**config.mk**
```make
export PLATFORM = sky130hd
export DESIGN_NAME = pnm_cmd_sequencer_flat
export DESIGN_NICKNAME = d
export VERILOG_FILES = /design/src/rtl/pnm_pkg.sv /design/src/rtl/pnm_cmd_sequencer_if.sv /design/src/rtl/pnm_cmd_fifo.sv /design/src/rtl/pnm_cmd_sequencer.sv /design/src/flat_wrapper.sv
export SDC_FILE = /design/constraint.sdc
export NUM_CORES = 1
export LEC_CHECK = 0
export BUFFER_PORTS_ARGS = -buffer_cell sky130_fd_sc_hd__buf_2
export CORE_MARGIN = 5
export CORE_UTILIZATION = 45
export CTS_CLUSTER_SIZE = 10
export DETAILED_ROUTE_END_ITERATION = 7
export GPL_ROUTABILITY_DRIVEN = 1
export GPL_TIMING_DRIVEN = 1
export SYNTH_ARGS = -nofsm -noshare
export SYNTH_HDL_FRONTEND = slang
export SYNTH_HIERARCHICAL = 1
export SYNTH_SLANG_ARGS = --single-unit
```
**constraint.sdc**
```tcl
create_clock -name clk -period 6.3 [get_ports clk]
set_input_delay 0.315 -clock clk [delete_from_list [all_inputs] [get_ports clk]]
set_output_delay 0.315 -clock clk [all_outputs]
set_load 0.01 [all_outputs]
```
**src/rtl/pnm_pkg.sv**
```systemverilog
// Shared constants, FSM state type and opcode check for the PNM command sequencer.
package pnm_pkg;

    localparam logic [5:0] RELU     = 6'b010111;
    localparam logic [5:0] MAX_POOL = 6'b110011;
    localparam logic [5:0] MOVE     = 6'b110111;

    localparam logic [1:0] ERR_NONE    = 2'd0;
    localparam logic [1:0] ERR_OPCODE  = 2'd1;
    localparam logic [1:0] ERR_RANGE   = 2'd2;
    localparam logic [1:0] ERR_TIMEOUT = 2'd3;

    typedef enum logic [2:0] {
        S_IDLE,
        S_CHECK,
        S_ISSUE,
        S_WAIT_EN,
        S_RUN
    } seq_state_e;

    function automatic logic op_legal(input logic [5:0] op);
        return (op == RELU) || (op == MAX_POOL) || (op == MOVE);
    endfunction

endpackage

```
**src/rtl/pnm_cmd_sequencer_if.sv**
```systemverilog
// Scheduler-side command channel: request fields in, per-command status out.
interface pnm_cmd_sequencer_if #(parameter int Address_Size = 16);

    logic                    cmd_valid;
    logic                    cmd_ready;
    logic [5:0]              cmd_op;
    logic [Address_Size-1:0] cmd_start_addr;
    logic [Address_Size-1:0] cmd_end_addr;
    logic [Address_Size-1:0] cmd_result_addr;
    logic                    cmd_done;
    logic                    cmd_error;
    logic [1:0]              err_code;

    modport master (
        output cmd_valid, cmd_op, cmd_start_addr, cmd_end_addr, cmd_result_addr,
        input  cmd_ready, cmd_done, cmd_error, err_code
    );

    modport slave (
        input  cmd_valid, cmd_op, cmd_start_addr, cmd_end_addr, cmd_result_addr,
        output cmd_ready, cmd_done, cmd_error, err_code
    );

endinterface

```
**src/rtl/pnm_cmd_fifo.sv**
```systemverilog
// Synchronous show-ahead FIFO; push while full and pop while empty are ignored.
module pnm_cmd_fifo #(
    parameter int WIDTH = 54,
    parameter int DEPTH = 8
) (
    input  logic                     clk,
    input  logic                     rst,
    input  logic                     push,
    input  logic                     pop,
    input  logic [WIDTH-1:0]         wdata,
    output logic [WIDTH-1:0]         rdata,
    output logic                     full,
    output logic                     empty,
    output logic [$clog2(DEPTH):0]   count
);

    localparam int AW = $clog2(DEPTH);
    localparam int CW = AW + 1;

    logic [WIDTH-1:0] mem [DEPTH];
    logic [AW-1:0]    wr_ptr;
    logic [AW-1:0]    rd_ptr;
    logic             do_push;
    logic             do_pop;

    assign full    = (count == CW'(DEPTH));
    assign empty   = (count == '0);
    assign do_push = push && !full;
    assign do_pop  = pop && !empty;
    assign rdata   = mem[rd_ptr];

    always_ff @(posedge clk) begin
        if (do_push) mem[wr_ptr] <= wdata;
    end

    // Power-of-two depth lets the pointers wrap naturally.
    always_ff @(posedge clk) begin
        if (rst) begin
            wr_ptr <= '0;
            rd_ptr <= '0;
            count  <= '0;
        end else begin
            if (do_push) wr_ptr <= wr_ptr + AW'(1);
            if (do_pop)  rd_ptr <= rd_ptr + AW'(1);
            case ({do_push, do_pop})
                2'b10:   count <= count + CW'(1);
                2'b01:   count <= count - CW'(1);
                default: count <= count;
            endcase
        end
    end

endmodule

```
**src/rtl/pnm_cmd_sequencer.sv**
```systemverilog
// Queues scheduler commands, validates them and issues one at a time to the PNM controller.
// Optional watchdog on WAIT_EN/RUN is compiled in with PNM_SEQ_WATCHDOG_EN.
module pnm_cmd_sequencer
    import pnm_pkg::*;
#(
    parameter int Address_Size   = 16,
    parameter int FIFO_DEPTH     = 8,
    parameter int TIMEOUT_CYCLES = 1024
) (
    input  logic                          clk,
    input  logic                          rst,
    pnm_cmd_sequencer_if.slave            cmd,
    output logic [5:0]                    ctl_command,
    output logic [Address_Size-1:0]       ctl_start_addr,
    output logic [Address_Size-1:0]       ctl_end_addr,
    output logic [Address_Size-1:0]       ctl_result_addr,
    output logic                          ctl_data_write,
    input  logic                          ctl_en,
    input  logic                          ctl_done,
    output logic                          busy,
    output logic [$clog2(FIFO_DEPTH):0]   fifo_count
);

    localparam int W = 6 + 3 * Address_Size;

    seq_state_e              state, next;
    logic [W-1:0]            head;
    logic                    full, empty, pop;
    logic [5:0]              op_q;
    logic [Address_Size-1:0] start_q, end_q, res_q;
    logic                    err_set, done_set, wd_expired;
    logic [1:0]              err_val;

    pnm_cmd_fifo #(.WIDTH(W), .DEPTH(FIFO_DEPTH)) u_fifo (
        .clk   (clk),
        .rst   (rst),
        .push  (cmd.cmd_valid),
        .pop   (pop),
        .wdata ({cmd.cmd_op, cmd.cmd_start_addr, cmd.cmd_end_addr, cmd.cmd_result_addr}),
        .rdata (head),
        .full  (full),
        .empty (empty),
        .count (fifo_count)
    );

    assign cmd.cmd_ready = !full;

`ifdef PNM_SEQ_WATCHDOG_EN
    localparam int WD = $clog2(TIMEOUT_CYCLES + 1);
    logic [WD-1:0] wd_cnt;

    // Cleared on the ISSUE->WAIT_EN transition so the first WAIT_EN cycle counts as 0.
    always_ff @(posedge clk) begin
        if (rst || state == S_ISSUE)                  wd_cnt <= '0;
        else if (state == S_WAIT_EN || state == S_RUN) wd_cnt <= wd_cnt + WD'(1);
    end

    assign wd_expired = (state == S_WAIT_EN || state == S_RUN) &&
                        (wd_cnt == WD'(TIMEOUT_CYCLES - 1));
`else
    // No watchdog: only a degenerate (negative) limit could ever fire, i.e. never.
    assign wd_expired = (TIMEOUT_CYCLES < 0);
`endif

    always_comb begin
        next     = state;
        pop      = 1'b0;
        err_set  = 1'b0;
        err_val  = ERR_NONE;
        done_set = 1'b0;
        unique case (state)
            S_IDLE: begin
                if (!empty) begin
                    pop  = 1'b1;
                    next = S_CHECK;
                end
            end
            S_CHECK: begin
                if (!op_legal(op_q)) begin
                    err_set = 1'b1;
                    err_val = ERR_OPCODE;
                    next    = S_IDLE;
                end else if (end_q < start_q) begin
                    err_set = 1'b1;
                    err_val = ERR_RANGE;
                    next    = S_IDLE;
                end else begin
                    next = S_ISSUE;
                end
            end
            S_ISSUE: next = S_WAIT_EN;
            S_WAIT_EN: begin
                if (wd_expired) begin
                    err_set = 1'b1;
                    err_val = ERR_TIMEOUT;
                    next    = S_IDLE;
                end else if (ctl_en) begin
                    next = S_RUN;
                end
            end
            S_RUN: begin
                if (ctl_done) begin
                    done_set = 1'b1;
                    next     = S_IDLE;
                end else if (wd_expired) begin
                    err_set = 1'b1;
                    err_val = ERR_TIMEOUT;
                    next    = S_IDLE;
                end
            end
            default: next = S_IDLE;
        endcase
    end

    // Outputs are registered off next-state so the strobe lines up exactly with ISSUE.
    always_ff @(posedge clk) begin
        if (rst) begin
            state           <= S_IDLE;
            busy            <= 1'b0;
            op_q            <= '0;
            start_q         <= '0;
            end_q           <= '0;
            res_q           <= '0;
            ctl_command     <= '0;
            ctl_start_addr  <= '0;
            ctl_end_addr    <= '0;
            ctl_result_addr <= '0;
            ctl_data_write  <= 1'b0;
            cmd.cmd_done    <= 1'b0;
            cmd.cmd_error   <= 1'b0;
            cmd.err_code    <= ERR_NONE;
        end else begin
            state          <= next;
            busy           <= (next != S_IDLE);
            cmd.cmd_done   <= done_set;
            cmd.cmd_error  <= err_set;
            if (err_set) cmd.err_code <= err_val;
            if (pop) {op_q, start_q, end_q, res_q} <= head;
            ctl_data_write  <= (next == S_ISSUE);
            ctl_command     <= (next == S_ISSUE) ? op_q    : '0;
            ctl_start_addr  <= (next == S_ISSUE) ? start_q : '0;
            ctl_end_addr    <= (next == S_ISSUE) ? end_q   : '0;
            ctl_result_addr <= (next == S_ISSUE) ? res_q   : '0;
        end
    end

endmodule
```
**src/flat_wrapper.sv**
```systemverilog
// flat-port wrapper written by rule: the top's interface ports become plain ports
module pnm_cmd_sequencer_flat import pnm_pkg::*;
#(
    parameter int Address_Size   = 16,
    parameter int FIFO_DEPTH     = 8,
    parameter int TIMEOUT_CYCLES = 1024
)
  (clk, rst, ctl_command, ctl_start_addr, ctl_end_addr, ctl_result_addr, ctl_data_write, ctl_en, ctl_done, busy, fifo_count, cmd_cmd_valid, cmd_cmd_op, cmd_cmd_start_addr, cmd_cmd_end_addr, cmd_cmd_result_addr, cmd_cmd_ready, cmd_cmd_done, cmd_cmd_error, cmd_err_code);
  pnm_cmd_sequencer_if #(.Address_Size(Address_Size)) cmd_i ();
  input  logic clk;
  input  logic rst;
  output logic [5:0] ctl_command;
  output logic [Address_Size-1:0] ctl_start_addr;
  output logic [Address_Size-1:0] ctl_end_addr;
  output logic [Address_Size-1:0] ctl_result_addr;
  output logic ctl_data_write;
  input  logic ctl_en;
  input  logic ctl_done;
  output logic busy;
  output logic [$clog2(FIFO_DEPTH):0] fifo_count;
  input wire logic [$bits(cmd_i.cmd_valid)-1:0] cmd_cmd_valid;
  input wire logic [$bits(cmd_i.cmd_op)-1:0] cmd_cmd_op;
  input wire logic [$bits(cmd_i.cmd_start_addr)-1:0] cmd_cmd_start_addr;
  input wire logic [$bits(cmd_i.cmd_end_addr)-1:0] cmd_cmd_end_addr;
  input wire logic [$bits(cmd_i.cmd_result_addr)-1:0] cmd_cmd_result_addr;
  output wire logic [$bits(cmd_i.cmd_ready)-1:0] cmd_cmd_ready;
  output wire logic [$bits(cmd_i.cmd_done)-1:0] cmd_cmd_done;
  output wire logic [$bits(cmd_i.cmd_error)-1:0] cmd_cmd_error;
  output wire logic [$bits(cmd_i.err_code)-1:0] cmd_err_code;
  assign cmd_i.cmd_valid = cmd_cmd_valid;
  assign cmd_i.cmd_op = cmd_cmd_op;
  assign cmd_i.cmd_start_addr = cmd_cmd_start_addr;
  assign cmd_i.cmd_end_addr = cmd_cmd_end_addr;
  assign cmd_i.cmd_result_addr = cmd_cmd_result_addr;
  assign cmd_cmd_ready = cmd_i.cmd_ready;
  assign cmd_cmd_done = cmd_i.cmd_done;
  assign cmd_cmd_error = cmd_i.cmd_error;
  assign cmd_err_code = cmd_i.err_code;
  pnm_cmd_sequencer #(.Address_Size(Address_Size), .FIFO_DEPTH(FIFO_DEPTH), .TIMEOUT_CYCLES(TIMEOUT_CYCLES)) u_core (.clk(clk), .rst(rst), .cmd(cmd_i), .ctl_command(ctl_command), .ctl_start_addr(ctl_start_addr), .ctl_end_addr(ctl_end_addr), .ctl_result_addr(ctl_result_addr), .ctl_data_write(ctl_data_write), .ctl_en(ctl_en), .ctl_done(ctl_done), .busy(busy), .fifo_count(fifo_count));
endmodule
```
**Word-level counts from Yosys, hierarchy flattened**

Memories as Yosys holds them, arrays and structs flattened. A register that Yosys moved wholly into a read port is not among the register bits.
Cells that the tools add are included.

- Flip-flop bits (word level): 73
- Bits in latches: 0
- Memory bits (writable): 432
- Memory bits (read-only): 0
- Input bits: 59
- Output and inout port bits: 65
- Logic and storage cells: 62
- Memories kept: 1

- $add $sub $neg: 4
- $mul: 0
- Divide/modulo/power cells: 0
- Magnitude comparators: 1
- Equality and inequality tests: 11
- Shift operators: 0
- Multiplexer cells: 18
- Bitwise gates (word level): 2
- Reductions and logical operators: 12

Memory list:

| memory | depth | bits a word | read ports | clocked after memory_dff | write ports | RTL line | source |
|---|---|---|---|---|---|---|---|
| u_core.u_fifo.mem | 8 | 54 | 1 | 1 | 1 | pnm_cmd_fifo.sv:20 | `logic [WIDTH-1:0] mem [DEPTH];` |

Operator list:

| cell | count |
|---|---|
| < comparator 16 bit | 1 |
| case mux 3 bit (5 select lines) | 1 |
| == test 6 bit, second input constant | 2 |
| 2-to-1 mux 3 bit | 4 |
| == test 3 x 2 -> 1 bit, second input constant | 3 |
| 2-to-1 mux 1 bit | 8 |
| 2-to-1 mux 2 bit | 4 |
| case mux 4 bit (2 select lines) | 1 |
| adder 3 x 1 -> 3 bit, second input constant | 2 |
| == test 6 x 5 -> 1 bit, second input constant | 1 |
| adder 4 x 1 -> 4 bit, second input constant | 1 |
| == test 4 bit, second input constant | 1 |
| zero test 4 bit | 1 |
| OR reduction 2 bit | 2 |
| subtractor 4 x 1 -> 4 bit, second input constant | 1 |
| == test 3 x 1 -> 1 bit, second input constant | 1 |
| == test 3 bit, second input constant | 1 |
| zero test 3 bit | 1 |
| nonzero test 3 bit | 1 |
| == test 2 x 1 -> 1 bit, second input constant | 1 |
| == test 2 bit, second input constant | 1 |
| logical AND 1 bit | 2 |
| zero test 1 bit | 2 |
| logical OR 1 bit | 2 |
| 2 further kinds | 3 |

**Depth between registers and ports, before layout**

Gate-level depths: netlist of run 1.

- Depth after elaboration: 8
- Depth in mapped cells: 14
- Mapped depth without buffers: 12

**By module**

The synthesis of run 1 kept the hierarchy.

Modules (own cells, without submodules):

| module | times used | cells an instance | area each (sq um) | sequential area each (sq um) |
|---|---|---|---|---|
| pnm_cmd_fifo | 1 | 699 | 16836.1 | 13232.7 |
| pnm_cmd_sequencer | 1 | 450 | 4112.7 | 2342.2 |

**Worst setup path before layout of run 1**

OpenSTA, ideal clock, no wires.

- Path kind: register -> register
- Start point: register u_core.u_fifo.count[1]
- End point: memory u_core.u_fifo.mem[0][0] (enable)
- Library setup time: 532 ps
- Data arrival time: 4860 ps
- Data required time: 5768 ps
- Slack: 907 ps
- Cell stages (with the launch flop): 6
- Path buffers: 1
- Clock period less this slack: 5393 ps
- Cells stage by stage: dfxtp_1 -> buf_2 -> or4b_1 -> nand2_1 -> or2_2 -> nor3_1

- Cells in the longest elaborated chain, start to end: 5

Ends and longest elaborated chain:

| what | RTL line | source |
|---|---|---|
| start: declaration | pnm_cmd_fifo.sv:14 | `output logic [$clog2(DEPTH):0] count` |
| start signal: assignment | pnm_cmd_fifo.sv:46 | `2'b10: count <= count + CW'(1);` |
| start signal: assignment | pnm_cmd_fifo.sv:47 | `2'b01: count <= count - CW'(1);` |
| start signal: assignment | pnm_cmd_fifo.sv:48 | `default: count <= count;` |
| == test 4 bit | pnm_cmd_fifo.sv:26 | `assign full = (count == CW'(DEPTH));` |
| zero test 1 bit | pnm_cmd_fifo.sv:28 | `assign do_push = push && !full;` |
| logical AND 1 bit | pnm_cmd_fifo.sv:28 |  |
| 2-to-1 mux 1 bit | pnm_cmd_fifo.sv:33 | `if (do_push) mem[wr_ptr] <= wdata;` |
| 2-to-1 mux 1 bit (not written as such) | pnm_cmd_fifo.sv:33 |  |
| end: declaration | pnm_cmd_fifo.sv:20 |  |

No other way between the ends.

**Worst setup path after layout of run 1**

- Start point: register u_core.u_fifo.count[1]
- End point: memory u_core.u_fifo.mem[2][8] (enable)

The elaborated chain is that of the path after synthesis.

==> impl_metrics.env, run 1 <==
export IMPL_ir_drop_v=0.0002439
export IMPL_fin_skew_ps=12.64
export IMPL_cts_setup_buffers=0
export IMPL_vias=10660
export IMPL_dieArea_sq_mm=0.05097
export IMPL_io_buffers=123
export IMPL_route_detailed_drc=0
export IMPL_path_clk_slew_ps=60
export IMPL_cp_required_ps=6500
export IMPL_min_path_type="in -> reg"
export IMPL_die_h_um=225.8
export IMPL_period_needed_ps=3145
export IMPL_synth_area_sq_mm=0.02095
export IMPL_async_flop_share_pct=0
export IMPL_cts_tree="built"
export IMPL_syn2layout_area_growth_pct=15.97
export IMPL_antenna_found_initial=3
export IMPL_start_kind="flop"
export IMPL_grt_util_met3_pct=3.731
export IMPL_io_pins=124
export IMPL_cts_htree_levels=3
export IMPL_grtUsageMet2_pct=28.00
export IMPL_globalRouteMet1Util_pct=26.28
export IMPL_mostFrequentLayoutCells="432 x edfxtp_1, 127 x dfxtp_1, 123 x buf_2, 120 x nand2_1, 108 x mux4_2"
export IMPL_yosysSeqAreaShare_pct=74.35
export IMPL_rsz0062_at_grt="no"
export IMPL_max_stage_delay_ps=870
export IMPL_drt_iter0_markers=702
export IMPL_layout_commonest_cell="edfxtp_1"
export IMPL_crit_type="reg -> reg"
export IMPL_grt_pass1_wl_um=68880
export IMPL_drt_pass1_iter_count=5
export IMPL_fin_crit_sh_pct=49.92
export IMPL_synth_edf_count=432
export IMPL_grt_start_max_net_pins=92
export IMPL_gp_congestion=0.7572
export IMPL_wl_per_cell_um=23.03
export IMPL_synth_ff_type="edfxtp_1"
export IMPL_setup_viol=0
export IMPL_die_x_um=225.8
export IMPL_cts_sinks=562
export IMPL_ant_nets=0
export IMPL_synth_cell_types=51
export IMPL_wl_um=45440
export IMPL_synth_cells=1149
export IMPL_cp_slowest_cell="nor2_4"
export IMPL_maxSlewViolCount=0
export IMPL_drive_above_1_share_pct=29.67
export IMPL_root_buffer="clkbuf_16"
export IMPL_final_setup_tns_ps=0
export IMPL_p_leak_nw=8.314
export IMPL_maxCapViolations=0
export IMPL_insertion_delay_ps=570
export IMPL_first_global_vias=10970
export IMPL_outcome="completed"
export IMPL_fp_coreArea_sq_mm=0.04626
export IMPL_slew_headroom_pct=24.79
export IMPL_initial_utilization_pct=45.29
export IMPL_viasPerCell=5.400
export IMPL_fin_area_sq_mm=0.02429
export IMPL_total_power_w=0.009762
export IMPL_whs_ps=22.23
export IMPL_cts_buffers=66
export IMPL_worstMarginPinSlew_ps=1126
export IMPL_num_rows=79
export IMPL_cellPowerDensity_mw_per_mm2=401.8
export IMPL_track_usage_pct=17.96
export IMPL_dp_hpwl_um=24400
export IMPL_synth_nets=1228
export IMPL_place_area_sq_mm=0.02220
export IMPL_grt_busiest_layer="met2"
export IMPL_cp_end_kind="flop"
export IMPL_syn_area_per_cell_sq_um=18.23
export IMPL_max_freq_mhz=317.9
export IMPL_crit_chain="or4b_1 > nand2_1 > or2_2 > nor2_4 > buf_4"
export IMPL_hold_viol_final=0
export IMPL_yosysWarnings=6
export IMPL_cp_max_fo=28
export IMPL_grt_overflow_total=0
export IMPL_arrival_ps=3340
export IMPL_layout_nets=1391
export IMPL_synth_seq_cells=562
export IMPL_clockBufferDepth=3
==> logic make-up (layout without fill, tap and decap cells) <==
family	after synthesis	after routing	share of synthesized area (%)
buffers and inverters	79	295	1.893
muxes	165	165	14.66
AOI/OAI and AO/OA	83	83	2.246
other	1	2	0.01790
adders and majority gates	20	20	1.195
xor gates and xnor gates	6	6	0.2508
DFF	562	562	74.35
and+or+nand+nor	233	233	5.387
==> synth_stat cells, types with 4 or more instances <==
cell	n	area share, %
nor2_1	26	0.47
ha_1	20	1.2
buf_2	13	0.31
and3_2	6	0.21
nor2b_1	4	0.12
mux4_2	108	12
inv_1	17	0.30
dfxtp_1	130	12
mux2_2	55	3.0
a21oi_1	65	1.6
o21ai_0	6	0.14
nand2_1	121	2.2
xor2_1	5	0.21
edfxtp_1	432	62
nand3_1	5	0.12
nor3_1	4	0.096
and2_2	4	0.14
buf_6	6	0.32
clkbuf_1	37	0.66
and3_1	45	1.3
==> state kept, by name (all words and copies together) (netlist names), named ones only <==
register	cells
u_core/u_fifo/mem	432
u_core/ctl_end_addr	16
u_core/ctl_result_addr	16
u_core/ctl_start_addr	16
u_core/end_q	16
u_core/res_q	16
u_core/start_q	16
u_core/ctl_command	6
u_core/op_q	6
u_core/u_fifo/count	4
u_core/state	3
u_core/u_fifo/rd_ptr	3
u_core/u_fifo/wr_ptr	3
u_core/cmd.err_code	2
u_core/busy	1
u_core/cmd.cmd_done	1
u_core/cmd.cmd_error	1
u_core/ctl_data_write	1
==> worst max-delay path, delay by kind of cell, from the launching register on <==
kind | cells | cell delay [ps]
buffers and inverters | 1 | 610
flip-flops | 1 | 480
AND/OR/NAND/NOR | 4 | 1660
==> metal layers <==
| metal | share of wire [%] | vias up | wire (um) |
|---|---|---|---|
| li1 | - | 4810 | - |
| met1 | 46 | 5519 | 20850 |
| met2 | 47 | 257 | 21340 |
| met3 | 5.6 | 65 | 2544 |
| met4 | 1.5 | 4 | 682 |
| met5 | 0.051 | - | 23 |
==> where the power goes <==
group | internal, W | switching [W]
Clock | 0.00202 | 0.00139
Combinational | 0.000685 | 0.00113
Sequential | 0.00430 | 0.000232
Total | 0.00701 | 0.00275
==> repair_timing <==
action	4_1_cts	5_1_grt
endpoints found under the hold margin	91	0
hold buffers	17	0
gates resized for setup	0	0
==> path summary, 6_finish.rpt <==
kind	startpoint	endpoint	slack, ps	cells past startpoint
worst max register to register	u_core/u_fifo/count[1]	u_core/u_fifo/mem[2][8]	3150	5
worst max-delay path	u_core/u_fifo/count[1]	u_core/u_fifo/mem[2][8]	3150	5
worst min-delay path	cmd_cmd_result_addr[2]	u_core/u_fifo/mem[7][2]	20	1
worst min register to register	u_core/res_q[12]	u_core/res_q[12]	450	2
==> cell type report <==
type                    count  area [sq um]
well taps                 607         759.5
multi-input cells         508          5036
clock buffers             113          1828
inverters                  18         67.56
diodes                      1         2.502
clock inverters             8         98.84
repair buffers            156         918.4
flip-flops and latches    562         15580
fillers                  3846         21960
==> metrics by stage <==
step / worst slack (ps) / util, % / cells
finish: 3155 / 52.52 / 1973
global route: 2974 / 52.51 / 1972
CTS: 3130 / 52.51 / 1972
detailed placement: 3141 / 47.98 / 1834
global placement: 3185 / 47.98 / 1834
floorplan: 907.5 / - / 1149
Note: power is estimated with default switching activity, not from simulation.
==> inputs of run 2 (changes only) <==
==> constraint.sdc (replaced) <==
create_clock -name clk -period 2.9 [get_ports clk]
set_input_delay 0.145 -clock clk [delete_from_list [all_inputs] [get_ports clk]]
set_output_delay 0.145 -clock clk [all_outputs]
set_load 0.01 [all_outputs]
==> impl_metrics.env, run 2 (same netlist as run 1, synthesis figures left out) <==
export IMPL_wl_um=45140
export IMPL_cts_buffers=66
export IMPL_num_rows=79
export IMPL_slew_headroom_pct=27.81
export IMPL_final_core_util_pct=54.14
export IMPL_cellPowerDensity_mw_per_mm2=855.2
export IMPL_cp_required_ps=3350
export IMPL_dieArea_sq_mm=0.05097
export IMPL_root_buffer="clkbuf_16"
export IMPL_ant_nets=0
export IMPL_drt_pass1_iter_count=5
export IMPL_cpLargestDelayFamily="simple AND/OR/NAND/NOR gates"
export IMPL_period_needed_ps=2625
export IMPL_grt_overflow_total=0
export IMPL_drive_above_1_share_pct=29.80
export IMPL_drt_iter0_markers=826
export IMPL_maxCapViolations=0
export IMPL_first_global_vias=11160
export IMPL_route_detailed_drc=0
export IMPL_clockBufferDepth=3
export IMPL_gp_congestion=0.7486
export IMPL_fin_crit_sh_pct=90.51
export IMPL_cts_htree_levels=3
export IMPL_fp_coreArea_sq_mm=0.04626
export IMPL_initial_utilization_pct=45.29
export IMPL_layout_commonest_cell="edfxtp_1"
export IMPL_cp_slowest_cell="ha_1"
export IMPL_crit_start="u_core/u_fifo/count[0]"
export IMPL_dp_hpwl_um=25320
export IMPL_crit_type="reg -> reg"
export IMPL_outcome="completed"
export IMPL_io_buffers=123
export IMPL_cts_sinks=562
export IMPL_wl_per_cell_um=22.21
export IMPL_r2r_setup_slack_ps=280
export IMPL_cp_max_fo=8
export IMPL_met1_length_um=20150
export IMPL_cts_tree="built"
export IMPL_syn2layout_area_growth_pct=19.55
export IMPL_dr_max_layer_used="met5"
export IMPL_cp_end_kind="flop"
export IMPL_die_h_um=225.8
export IMPL_viasPerCell=5.315
export IMPL_cts_setup_buffers=0
export IMPL_r2r_end="u_core/u_fifo/count[3]"
export IMPL_p_leak_nw=8.621
export IMPL_worstMarginPinSlew_ps=1080
export IMPL_grt_start_max_net_pins=56
export IMPL_mostFrequentLayoutCells="432 x edfxtp_1, 127 x dfxtp_1, 123 x buf_2, 120 x nand2_1, 108 x mux4_2"
export IMPL_min_path_type="in -> reg"
export IMPL_max_stage_delay_ps=410
export IMPL_grt_pass1_wl_um=68620
export IMPL_insertion_delay_ps=580
export IMPL_track_usage_pct=17.88
export IMPL_rsz0062_at_grt="no"
export IMPL_top_register="u_core/u_fifo/mem"
export IMPL_cp_num_buf_inv=1
export IMPL_start_kind="flop"
export IMPL_path_depth=10
export IMPL_crit_chain="nor4_2 > nor2_1 > nand2_2 > inv_2 > o41a_1 > ha_1 > nor4bb_1 > o21ai_0 > o31ai_1 > mux2_2"
export IMPL_rr_worst_depth=10
export IMPL_vias=10800
export IMPL_hold_viol_final=0
export IMPL_max_freq_mhz=381.0
export IMPL_fin_skew_ps=21.01
export IMPL_die_x_um=225.8
export IMPL_maxSlewViolCount=0
export IMPL_setup_viol=0
export IMPL_critPathCapture="u_core/u_fifo/count[3]"
export IMPL_largest_register_ffs=432
export IMPL_r2r_start="u_core/u_fifo/count[0]"
export IMPL_path_clk_slew_ps=50
export IMPL_wl_met2_um=21930
export IMPL_antenna_found_initial=4
export IMPL_io_pins=124
export IMPL_arrival_ps=3080
export IMPL_layout_nets=1450
export IMPL_ir_drop_v=0.0007379
export IMPL_dr_wl_met3_um=2370
export IMPL_whs_ps=110.0
run 2: cell types whose count changed in the layout (fill, tap and decap cells not counted), sizes merged:
cell and delta:
diode +1, inv -2, clkinv +2, bufinv -1, buf +18, dlygate4sd3 +41
run 2: how the worst min path moves through the flow:
stage                                       from                 endpoint  slack, ps  depth (start not counted)
after floorplan           cmd_cmd_result_addr[0]  u_core/u_fifo/mem[0][0]        240                          0
after global placement    cmd_cmd_result_addr[0]  u_core/u_fifo/mem[6][0]        410                          1
after detailed placement  cmd_cmd_result_addr[9]  u_core/u_fifo/mem[1][9]        420                          1
after CTS                                    rst  u_core/u_fifo/wr_ptr[2]         60                          3
after global routing                         rst   u_core/u_fifo/count[0]        100                          3
final                                        rst   u_core/u_fifo/count[0]        110                          3
run 2: cell type report:
cell class	instances	area, sq um
Fill cell	3712	21220
Sequential cell	562	15580
Multi-Input combinational cell	508	5055
Clock buffer	113	1849
Timing Repair Buffer	215	1652
Tap cell	607	759.5
Clock inverter	7	72.57
Inverter	18	67.56
Antenna cell	2	5.005
run 2: power by group:
| group | switching (W) | internal, W | total (W) |
|---|---|---|---|
| registers | 0.000443 | 0.00935 | 0.00979 |
| clock network | 0.00305 | 0.00434 | 0.00740 |
| logic | 0.00255 | 0.00168 | 0.00423 |
run 2: worst register-to-register path: stages (launching register included):
cell and delay (ps):
dfxtp_1 380, nor4_2 400, nor2_1 120, nand2_2 90
inv_2 50, o41a_1 150, ha_1 410, nor4bb_1 320
o21ai_0 130, o31ai_1 90, mux2_2 360
run 2: per-stage QoR:
step	std cells	TNS (ps)	power, W	setup slack, ps	instance area, sq um
6_report	2032	0	0.02142	275.3	25040
5_1_grt	2031	0	0.02249	66.16	25040
4_1_cts	2030	0	0.02165	194.1	25030
3_5_place_dp	1852	0	0.01413	217.4	22530
3_3_place_gp	1852	0	0.01407	321.9	22530
2_1_floorplan	1149	-165880	0.01264	-719.0	20980
run 2: metal layers:
| metal | vias up | GRT usage [%] |
|---|---|---|
| li1 | 4911 | - |
| met5 | - | 0 |
| met2 | 237 | 28.83 |
| met4 | 2 | 4.744 |
| met3 | 49 | 3.536 |
| met1 | 5602 | 25.30 |
run 2: what timing repair did:
item | 4_1_cts | 5_1_grt
resized for setup | 0 | 1
endpoints found under the hold margin | 437 | 0
hold buffers | 58 | 0
endpoints found under the setup margin | 0 | 2
